File: config.mk
export PLATFORM = sky130hd
export DESIGN_NAME = crc24
export DESIGN_NICKNAME = d
export VERILOG_FILES = /design/src/rtl/crc24_pkg.sv /design/src/rtl/crc24_core.sv /design/src/rtl/crc24.sv
export SDC_FILE = /design/constraint.sdc
export NUM_CORES = 1
export LEC_CHECK = 0
export CORE_MARGIN = 4
export CORE_UTILIZATION = 58
export CTS_CLUSTER_SIZE = 8
export DETAILED_ROUTE_END_ITERATION = 8
export GPL_TIMING_DRIVEN = 0
export PLACE_DENSITY = 0.8
export SKIP_CTS_REPAIR_TIMING = 1
export SLEW_MARGIN = 20
export SYNTH_ARGS = -nofsm -noshare
export SYNTH_HDL_FRONTEND = slang
export SYNTH_SLANG_ARGS = --single-unit
File: constraint.sdc
create_clock -name clk -period 3.6 [get_ports clk]
set_clock_uncertainty 0.2 [all_clocks]
set_input_delay 0.54 -clock clk [delete_from_list [all_inputs] [get_ports clk]]
set_output_delay 0.54 -clock clk [all_outputs]
set_load 0.005 [all_outputs]
File: src/rtl/crc24_pkg.sv
// Shared BTLE CRC24 configuration: polynomial taps, framing defaults,
// sequencer state encoding and the single-bit LFSR step.
package crc24_pkg;

  localparam int          CRC_W           = 24;
  // x^24 + x^10 + x^9 + x^6 + x^4 + x^3 + x + 1 (x^24 implied by the shift)
  localparam logic [23:0] CRC_POLY_MASK   = 24'h00065B;
  // Preamble (8) + access address (32) bypass the CRC
  localparam int          HEADER_BITS_DEF = 40;
  localparam int          CLK_PER_BIT_DEF = 16;

  typedef enum logic [0:0] {
    ST_IDLE    = 1'b0,  // pass-through, CRC accumulating
    ST_CRC_OUT = 1'b1   // serialising the final LFSR state
  } crc_st_e;

  // One LFSR step: shift up, feed back s[23]^bit into bit 0 and the tap positions
  function automatic logic [23:0] crc24_step(input logic [23:0] s, input logic b);
    logic fb;
    fb = s[23] ^ b;
    return {s[22:0], 1'b0} ^ ({24{fb}} & CRC_POLY_MASK);
  endfunction

endpackage

File: src/rtl/crc24_core.sv
// CRC24 LFSR with a load port (init / reload) and a per-bit update enable.
module crc24_core
  import crc24_pkg::*;
(
  input  logic             clk,
  input  logic             rst,
  input  logic             i_load,
  input  logic [CRC_W-1:0] i_load_val,
  input  logic             i_update,
  input  logic             i_bit,
  output logic [CRC_W-1:0] o_state
);

  logic [CRC_W-1:0] r_lfsr;

  // LFSR register: a load overrides an update; otherwise the state holds
  always_ff @(posedge clk or posedge rst) begin
    if (rst) begin
      r_lfsr <= 24'h000000;
    end else if (i_load) begin
      r_lfsr <= i_load_val;
    end else if (i_update) begin
      r_lfsr <= crc24_step(r_lfsr, i_bit);
    end else begin
      r_lfsr <= r_lfsr;
    end
  end

  assign o_state = r_lfsr;

endmodule

File: src/rtl/crc24.sv
// BTLE CRC24 appender: passes the serial bit stream through with one cycle
// of latency, then emits the 24 CRC bits MSB-first, one per CLK_PER_BIT cycles.
module crc24
  import crc24_pkg::*;
#(
  parameter int CRC_STATE_BIT_WIDTH = CRC_W,
  parameter int HEADER_BITS         = HEADER_BITS_DEF,
  parameter int CLK_PER_BIT         = CLK_PER_BIT_DEF
) (
  input  logic                           clk,
  input  logic                           rst,
  input  logic [CRC_STATE_BIT_WIDTH-1:0] crc_state_init_bit,
  input  logic                           crc_state_init_bit_load,
  input  logic                           info_bit,
  input  logic                           info_bit_valid,
  input  logic                           info_bit_valid_last,
  output logic                           info_bit_after_crc24,
  output logic                           info_bit_after_crc24_valid,
  output logic                           info_bit_after_crc24_valid_last
);

  localparam int                BCNT_W       = 16;
  localparam int                CYC_W        = (CLK_PER_BIT > 1) ? $clog2(CLK_PER_BIT + 1) : 1;
  localparam logic [BCNT_W-1:0] HDR_CNT      = BCNT_W'(HEADER_BITS);
  localparam logic [CYC_W-1:0]  CYC_LAST     = CYC_W'(CLK_PER_BIT - 1);
  localparam logic [CYC_W-1:0]  CYC_ONE      = CYC_W'(1);
  localparam logic [4:0]        CRC_LAST_IDX = 5'(CRC_STATE_BIT_WIDTH - 1);

  crc_st_e                          r_state;
  crc_st_e                          w_state_next;
  logic [CRC_STATE_BIT_WIDTH-1:0]   r_init;
  logic [BCNT_W-1:0]                r_bit_cnt;
  logic [CYC_W-1:0]                 r_cyc_cnt;
  logic [4:0]                       r_crc_cnt;
  logic                             r_out_bit;
  logic                             r_out_valid;
  logic                             r_out_last;

  logic                             w_accept;
  logic                             w_end_pkt;
  logic                             w_emit;
  logic                             w_crc_done;
  logic                             w_core_load;
  logic                             w_core_update;
  logic [CRC_STATE_BIT_WIDTH-1:0]   w_core_load_val;
  logic [CRC_STATE_BIT_WIDTH-1:0]   w_crc_state;

  // Next-state and per-cycle strobes; an init load pre-empts every other action
  always_comb begin
    w_state_next = r_state;
    w_accept     = 1'b0;
    w_end_pkt    = 1'b0;
    w_emit       = 1'b0;
    w_crc_done   = 1'b0;
    if (crc_state_init_bit_load) begin
      w_state_next = ST_IDLE;
    end else begin
      case (r_state)
        ST_IDLE: begin
          w_accept = info_bit_valid;
          if (info_bit_valid_last) begin
            w_end_pkt    = 1'b1;
            w_state_next = ST_CRC_OUT;
          end else begin
            w_state_next = ST_IDLE;
          end
        end
        ST_CRC_OUT: begin
          w_emit = (r_cyc_cnt >= CYC_LAST);
          if (w_emit && (r_crc_cnt == CRC_LAST_IDX)) begin
            w_crc_done   = 1'b1;
            w_state_next = ST_IDLE;
          end else begin
            w_state_next = ST_CRC_OUT;
          end
        end
        default: begin
          w_state_next = ST_IDLE;
        end
      endcase
    end
  end

  // Header bits ride through untouched; the LFSR reloads after the final CRC bit
  assign w_core_update   = w_accept && (r_bit_cnt >= HDR_CNT);
  assign w_core_load     = crc_state_init_bit_load | w_crc_done;
  assign w_core_load_val = crc_state_init_bit_load ? crc_state_init_bit : r_init;

  crc24_core u_core (
    .clk        (clk),
    .rst        (rst),
    .i_load     (w_core_load),
    .i_load_val (w_core_load_val),
    .i_update   (w_core_update),
    .i_bit      (info_bit),
    .o_state    (w_crc_state)
  );

  // Sequencer state register
  always_ff @(posedge clk or posedge rst) begin
    if (rst) begin
      r_state <= ST_IDLE;
    end else begin
      r_state <= w_state_next;
    end
  end

  // Stored init value, reused to reload the LFSR between packets
  always_ff @(posedge clk or posedge rst) begin
    if (rst) begin
      r_init <= '0;
    end else if (crc_state_init_bit_load) begin
      r_init <= crc_state_init_bit;
    end else begin
      r_init <= r_init;
    end
  end

  // Count accepted input bits (saturating) to tell header from payload
  always_ff @(posedge clk or posedge rst) begin
    if (rst) begin
      r_bit_cnt <= {BCNT_W{1'b0}};
    end else if (crc_state_init_bit_load || w_crc_done) begin
      r_bit_cnt <= {BCNT_W{1'b0}};
    end else if (w_accept && (r_bit_cnt != {BCNT_W{1'b1}})) begin
      r_bit_cnt <= r_bit_cnt + {{(BCNT_W-1){1'b0}}, 1'b1};
    end else begin
      r_bit_cnt <= r_bit_cnt;
    end
  end

  // CRC bit pacing: the cycle count starts at 1 when valid_last trails the
  // last data bit, since that bit already left one cycle earlier
  always_ff @(posedge clk or posedge rst) begin
    if (rst) begin
      r_cyc_cnt <= {CYC_W{1'b0}};
      r_crc_cnt <= 5'd0;
    end else if (crc_state_init_bit_load) begin
      r_cyc_cnt <= {CYC_W{1'b0}};
      r_crc_cnt <= 5'd0;
    end else if (w_end_pkt) begin
      r_cyc_cnt <= info_bit_valid ? {CYC_W{1'b0}} : CYC_ONE;
      r_crc_cnt <= 5'd0;
    end else if (w_emit) begin
      r_cyc_cnt <= {CYC_W{1'b0}};
      r_crc_cnt <= w_crc_done ? 5'd0 : (r_crc_cnt + 5'd1);
    end else if (r_state == ST_CRC_OUT) begin
      r_cyc_cnt <= r_cyc_cnt + CYC_ONE;
      r_crc_cnt <= r_crc_cnt;
    end else begin
      r_cyc_cnt <= r_cyc_cnt;
      r_crc_cnt <= r_crc_cnt;
    end
  end

  // Output register: data pass-through or CRC bit; the bit holds when idle
  always_ff @(posedge clk or posedge rst) begin
    if (rst) begin
      r_out_bit   <= 1'b0;
      r_out_valid <= 1'b0;
      r_out_last  <= 1'b0;
    end else if (crc_state_init_bit_load) begin
      r_out_bit   <= r_out_bit;
      r_out_valid <= 1'b0;
      r_out_last  <= 1'b0;
    end else if (w_accept) begin
      r_out_bit   <= info_bit;
      r_out_valid <= 1'b1;
      r_out_last  <= 1'b0;
    end else if (w_emit) begin
      r_out_bit   <= w_crc_state[CRC_LAST_IDX - r_crc_cnt];
      r_out_valid <= 1'b1;
      r_out_last  <= w_crc_done;
    end else begin
      r_out_bit   <= r_out_bit;
      r_out_valid <= 1'b0;
      r_out_last  <= 1'b0;
    end
  end

  assign info_bit_after_crc24            = r_out_bit;
  assign info_bit_after_crc24_valid      = r_out_valid;
  assign info_bit_after_crc24_valid_last = r_out_last;

endmodule

# Word-level counts from Yosys, hierarchy flattened
# Index checks and enable logic that the tools add are counted.
# totals
reg_bits,78
in_bits,30
output_inout_bits,3
elab_cells,70
# op_classes
add_sub_neg,4
order_cmp,3
eq_ne,2
n_mux,37
n_bitwise,5
reduce_logical,10
# op_table
operator,n
two-way mux 24 bit,3
two-way mux 5 bit,8
two-way mux 16 bit,2
bitwise XOR 24 x 11 -> 24 bit,1
two-way mux 1 bit,22
"adder 16 x 1 -> 16 bit, second input constant",1
">= comparator 16 x 6 -> 1 bit, second input constant",1
"!= test 16 bit, second input constant",1
"adder 5 x 1 -> 5 bit, second input constant",2
"less-than comparator 5 x 6 -> 1 bit, second input constant",1
nonzero test 2 bit,3
binary-select mux 1 bit (select 5 bit),1
"equality test 5 bit, second input constant",1
">= comparator 5 x 4 -> 1 bit, second input constant",1
"subtractor 5 bit, first input constant",1
nonzero test 4 bit,1
logical AND 1 bit,3
nonzero test 3 bit,1
inverter 1 bit,2
case mux 1 bit (2 select lines),1
AND reduction 2 bit,1
logical OR 1 bit,1
bitwise OR 1 bit,1
bitwise XOR 1 bit,1

# Longest topological paths before layout
# logic_depth
depth_word,9
ltp_mapped,10
ltp_nobuf,8

# Modules after synthesis
# Synthesis repeated with hierarchy kept, for this count alone.
# hier_totals
cells_unflattened,380
area_unflattened_um2,4016.4
# modules_own_cells
mod,n_inst,cells_per_inst,area_per_inst_um2,seq_area_each_um2
crc24,1,252,2772.7,1351.3
crc24_core,1,128,1243.7,600.6

# Worst setup path before layout
# Ideal clock, no wire load.
# synth_path
path_type,reg-to-reg
startpoint,reg r_cyc_cnt[0]
endpoint,reg u_core.r_lfsr[10] (netlist: u_core.o_state[10])
setup_time_ns,0.077
arrival_ns,2.046
required_time_ns,3.323
path_slack_ns,1.277
path_stages_with_launch,11
path_buffers,2
synth_period_minus_slack_ns,2.323
cell_sequence,dfrtp_1 > ha_1 > and3_1 > ha_1 > or2_2 > o21ai_1 > o21a_1 > buf_2 > buf_2 > nor2_1 > a21oi_1
# synth_via
elab_chain_cells,7
elab_cells_between_ends,8
cone_classes,order compare (1); mux (4); bitwise (1); reduce/logical (2)
# synth_rtl
element,line_no,rtl
start: declaration,crc24.sv:33,logic [CYC_W-1:0] r_cyc_cnt;
start signal: assignment,crc24.sv:136,r_cyc_cnt <= {CYC_W{1'b0}};
start signal: assignment,crc24.sv:139,r_cyc_cnt <= {CYC_W{1'b0}};
start signal: assignment,crc24.sv:142,r_cyc_cnt <= info_bit_valid ? {CYC_W{1'b0}} : CYC_ONE;
>= comparator 5 x 4 -> 1 bit (*),crc24.sv:69,w_emit = (r_cyc_cnt >= CYC_LAST);
logical AND 1 bit (*),crc24.sv:70,if (w_emit && (r_crc_cnt == CRC_LAST_IDX)) begin
two-way mux 1 bit (*),crc24.sv:70,
two-way mux 1 bit (*),crc24.sv:58,case (r_state)
two-way mux 1 bit (*),crc24.sv:55,if (crc_state_init_bit_load) begin
bitwise OR 1 bit (*),crc24.sv:86,assign w_core_load = crc_state_init_bit_load | w_crc_done;
two-way mux 24 bit / nonzero test 2 bit (equally long branches),n/a,
end signal: assignment,crc24_core.sv:21,r_lfsr <= i_load_val;
end signal: assignment,crc24_core.sv:23,"r_lfsr <= crc24_step(r_lfsr, i_bit);"
end signal: assignment,crc24_core.sv:25,r_lfsr <= r_lfsr;
end: declaration,crc24_core.sv:14,logic [CRC_W-1:0] r_lfsr;
# Every way passes the cells marked *; elsewhere a longest branch is shown, timed or not.
# A chain may end at the register's enable or synchronous reset.

# Final worst setup path
# layout_path
startpoint,reg r_cyc_cnt[0]
endpoint,reg u_core.r_lfsr[9] (netlist: u_core.o_state[9])
# The elaborated chain is that of the path after synthesis.

==> summary.txt <==
Timing
  – RSZ-0062 raised after global routing: false
  – Tmin final: 2.66 ns
  – # setup viols final: 0
  – Worst Tran Pin Value: 0.895 ns
  – Period utilisation layout: between 70 and 80%
  – Hold Violations, Final: 0
  – Worst rel slew slack: 39.9%
  – Max Clk Rate: approximately 380 MHz
  – Slew Viols, Final: 0
  – Final Worst Setup Slack: about 0.94 ns
  – Hold WS: around 0.3 ns

Power
  – Max rail drop VDD: roughly 0.29 mV
  – Tot Pwr: slightly below 2 mW
  – Power density over the cells: 433 nW/um2
  – P_leak: between 2 and 2.5 nW

Clock network
  – Clk pin slew, worst setup/hold paths: roughly 0.080 ns
  – H-Tree Depth: 3
  – CTS tree: done
  – Clock tree buffer depth: 2
  – Worst-Skew Late Latency: about 0.35 ns
  – Cts bufs inserted: 9
  – Clock tree sinks: slightly below 80
  – CTS root buffer: clkbuf_8

Drt
  – WL/cell: 15.9 um
  – Total Wirelength: about 7700 um
  – 1st-iter DRT viols: between 100 and 150
  – Drt first pass iters: 5
  – Routed Antenna Nets: 0
  – Vias per inst: about 5.8
  – Drt drc: 0
  – Via Count: between 2k and 3k

Placement
  – Pre-CTS setup slack: about 0.96 ns
  – DP HPWL: between 5000 and 6000 um
  – GP Congestion: slightly above 0.8
  – Port buffer count: 31

Global route
  – Final global-route overflow total: 0
  – Vias in the first global route: ~2.8k
  – Initial antenna violation count: 0
  – Largest net degree at the start of global routing: 52
  – First-pass GRT wire length: between 10000 and 15000 um
  – GRT Total Usage: 20.3%

Setup path
  – CP Cell Sequence: ha_1 -> and3_1 -> ha_1 -> or2_2 -> o21ai_1 -> o21a_1 -> buf_2 -> buf_2 -> nor2_1 -> a21oi_1
  – FF-to-FF path depth: 10
  – Element type at the critical path end: register
  – Crit path max-delay cell type: dfrtp_1
  – Startpoint types: register
  – Critical Path AT: between 2 and 3 ns
  – CP Depth: 10
  – CP max stage delay: 0.42 ns
  – Critical Path RT: approximately 3.7 ns
  – CP Class: reg2reg
  – CP Max Fanout: 10
  – Buf/Inv on CP: 2
  – CP top delay family: compound AO/OA/AOI/OAI gates

Die
  – DIE HEIGHT: approximately 90 um
  – Row count: 29
  – I/O pin total: 33
  – Core box area: 6460 um2
  – Initial Utilization: approximately 61%
  – Die W: 90.2 um
  – Die Area: 8130 um2

Finish
  – Commonest cells after routing, fill and taps aside: dfrtp_1 (78), nor2_1 (48), clkdlybuf4s50_1 (31)
  – Core Util, Final: 71.0%
  – Area of the multi-input gates: between 1500 and 2000 um2
  – Commonest non-fill, non-tap cell in the layout: dfrtp_1
  – Reg area: between 1500 and 2000 um2
  – Fraction of layout cells with a size suffix above 1: ~16%
  – Diodes inserted: 0
  – Nets: between 400 and 500
  – Fillers: 487
  – Area delta synth->final: 17.1%

Logic synthesis
  – Synth Flop Type: dfrtp_1
  – Syn avg cell area: 10.8 um2
  – Asr flop ratio synth: between 90% and 100%
  – Synthesis-stage register bit count: 78
  – Sequential fraction of the synthesis area: 49.9%
  – Post-Syn Nets: around 400
  – Synth Cell Area: just under 4000 um2
  – Syn. warnings: 0
  – Post-synth EDFFs: 0
  – Cells after synthesis: 361
  – Post-synth cell types: 41

Worst hold path
  – Min-Delay Path Depth: 1
  – Hold Path Class: reg2reg

Flow run
  – Max-cap violations: 0

Status
  – Status: completed
## metal layers
metal  wire length (um)  GRT usage, %  share of wire (%)  vias up
met5                  0             0                  0        -
met4                142          8.55                1.8        0
met3                259          3.84                3.4       14
met2               3720          32.7                 48       53
met1               3600          27.2                 47     1394
li1                   -             -                  -     1361
## sequential cells by signal (all words and copies together), names as in the netlist
| name | flops |
|---|---|
| r_cyc_cnt | 5 |
| info_bit_after_crc24_valid_last | 1 |
| r_state | 1 |
| u_core.o_state | 24 |
| r_bit_cnt | 16 |
| r_init | 24 |
| info_bit_after_crc24 | 1 |
| info_bit_after_crc24_valid | 1 |
| r_crc_cnt | 5 |
## logic make-up after synthesis
logic type	Yosys count	share of synthesized area [%]
simple gates	114	14.9
flops	78	49.9
mux	56	16.4
compound gates	55	8.47
buf+inv	29	3.36
xor+xnor	23	5.15
fa+ha+maj	6	1.92
## metrics by stage
step                      instances  cell area [um2]  TNS [ns]
after floorplan                 361             3920         0
after CTS                       486             4590         0
after global routing            486             4590         0
after detailed placement        470             4350         0
final                           486             4590         0
after global placement          469             4320    -26.12
## final timing paths
path	start	end	slack, ns
setup / recovery	r_cyc_cnt[0]$_DFFE_PP0P_	u_core.o_state[9]$_DFFE_PP0P_	0.94
max in group asynchronous	rst	r_init[11]$_DFF_PP0_	2.31
setup reg to reg	r_cyc_cnt[0]$_DFFE_PP0P_	u_core.o_state[9]$_DFFE_PP0P_	0.94
hold / removal	r_init[3]$_DFF_PP0_	r_init[3]$_DFF_PP0_	0.30
min in group asynchronous	rst	r_bit_cnt[8]$_DFFE_PP0P_	0.33
hold reg to reg	r_init[3]$_DFF_PP0_	r_init[3]$_DFF_PP0_	0.30
## layout make-up
class	count	share of cell area [%]
multi-input cells	254	39.9
clock inverters	3	1.42
clock buffers	13	3.68
inverters	11	0.955
repair buffers	32	7.37
flip-flops and latches	78	42.6
well taps	77	2.10
plain buffers	18	1.96
## report_power, final
| group | internal [mW] | switching [mW] | leakage, nW |
|---|---|---|---|
| Sequential | 0.942 | 0.0421 | 0.965 |
| Combinational | 0.124 | 0.117 | 0.991 |
| Clock | 0.447 | 0.314 | 0.120 |
| Total | 1.51 | 0.473 | 2.08 |
## cells in the mapped netlist (4+ instances only)
master | instances | area, um2
dfrtp_1 | 78 | 1950
nor2_1 | 48 | 180
mux2i_1 | 28 | 280
a21oi_1 | 27 | 135
mux2_2 | 24 | 270
nand2_1 | 18 | 67.6
nand3_1 | 18 | 90.1
xor2_1 | 12 | 105
buf_2 | 11 | 55.1
inv_1 | 11 | 41.3
xnor2_1 | 11 | 96.3
and3_1 | 6 | 37.5
ha_1 | 6 | 75.1
o211ai_1 | 6 | 45.0
o21ai_0 | 6 | 30.0
clkbuf_1 | 4 | 15.0
mux4_2 | 4 | 90.1
nand4_1 | 4 | 25.0
nor3_1 | 4 | 20.0
No activity file was read; power rests on OpenSTA's default activity.
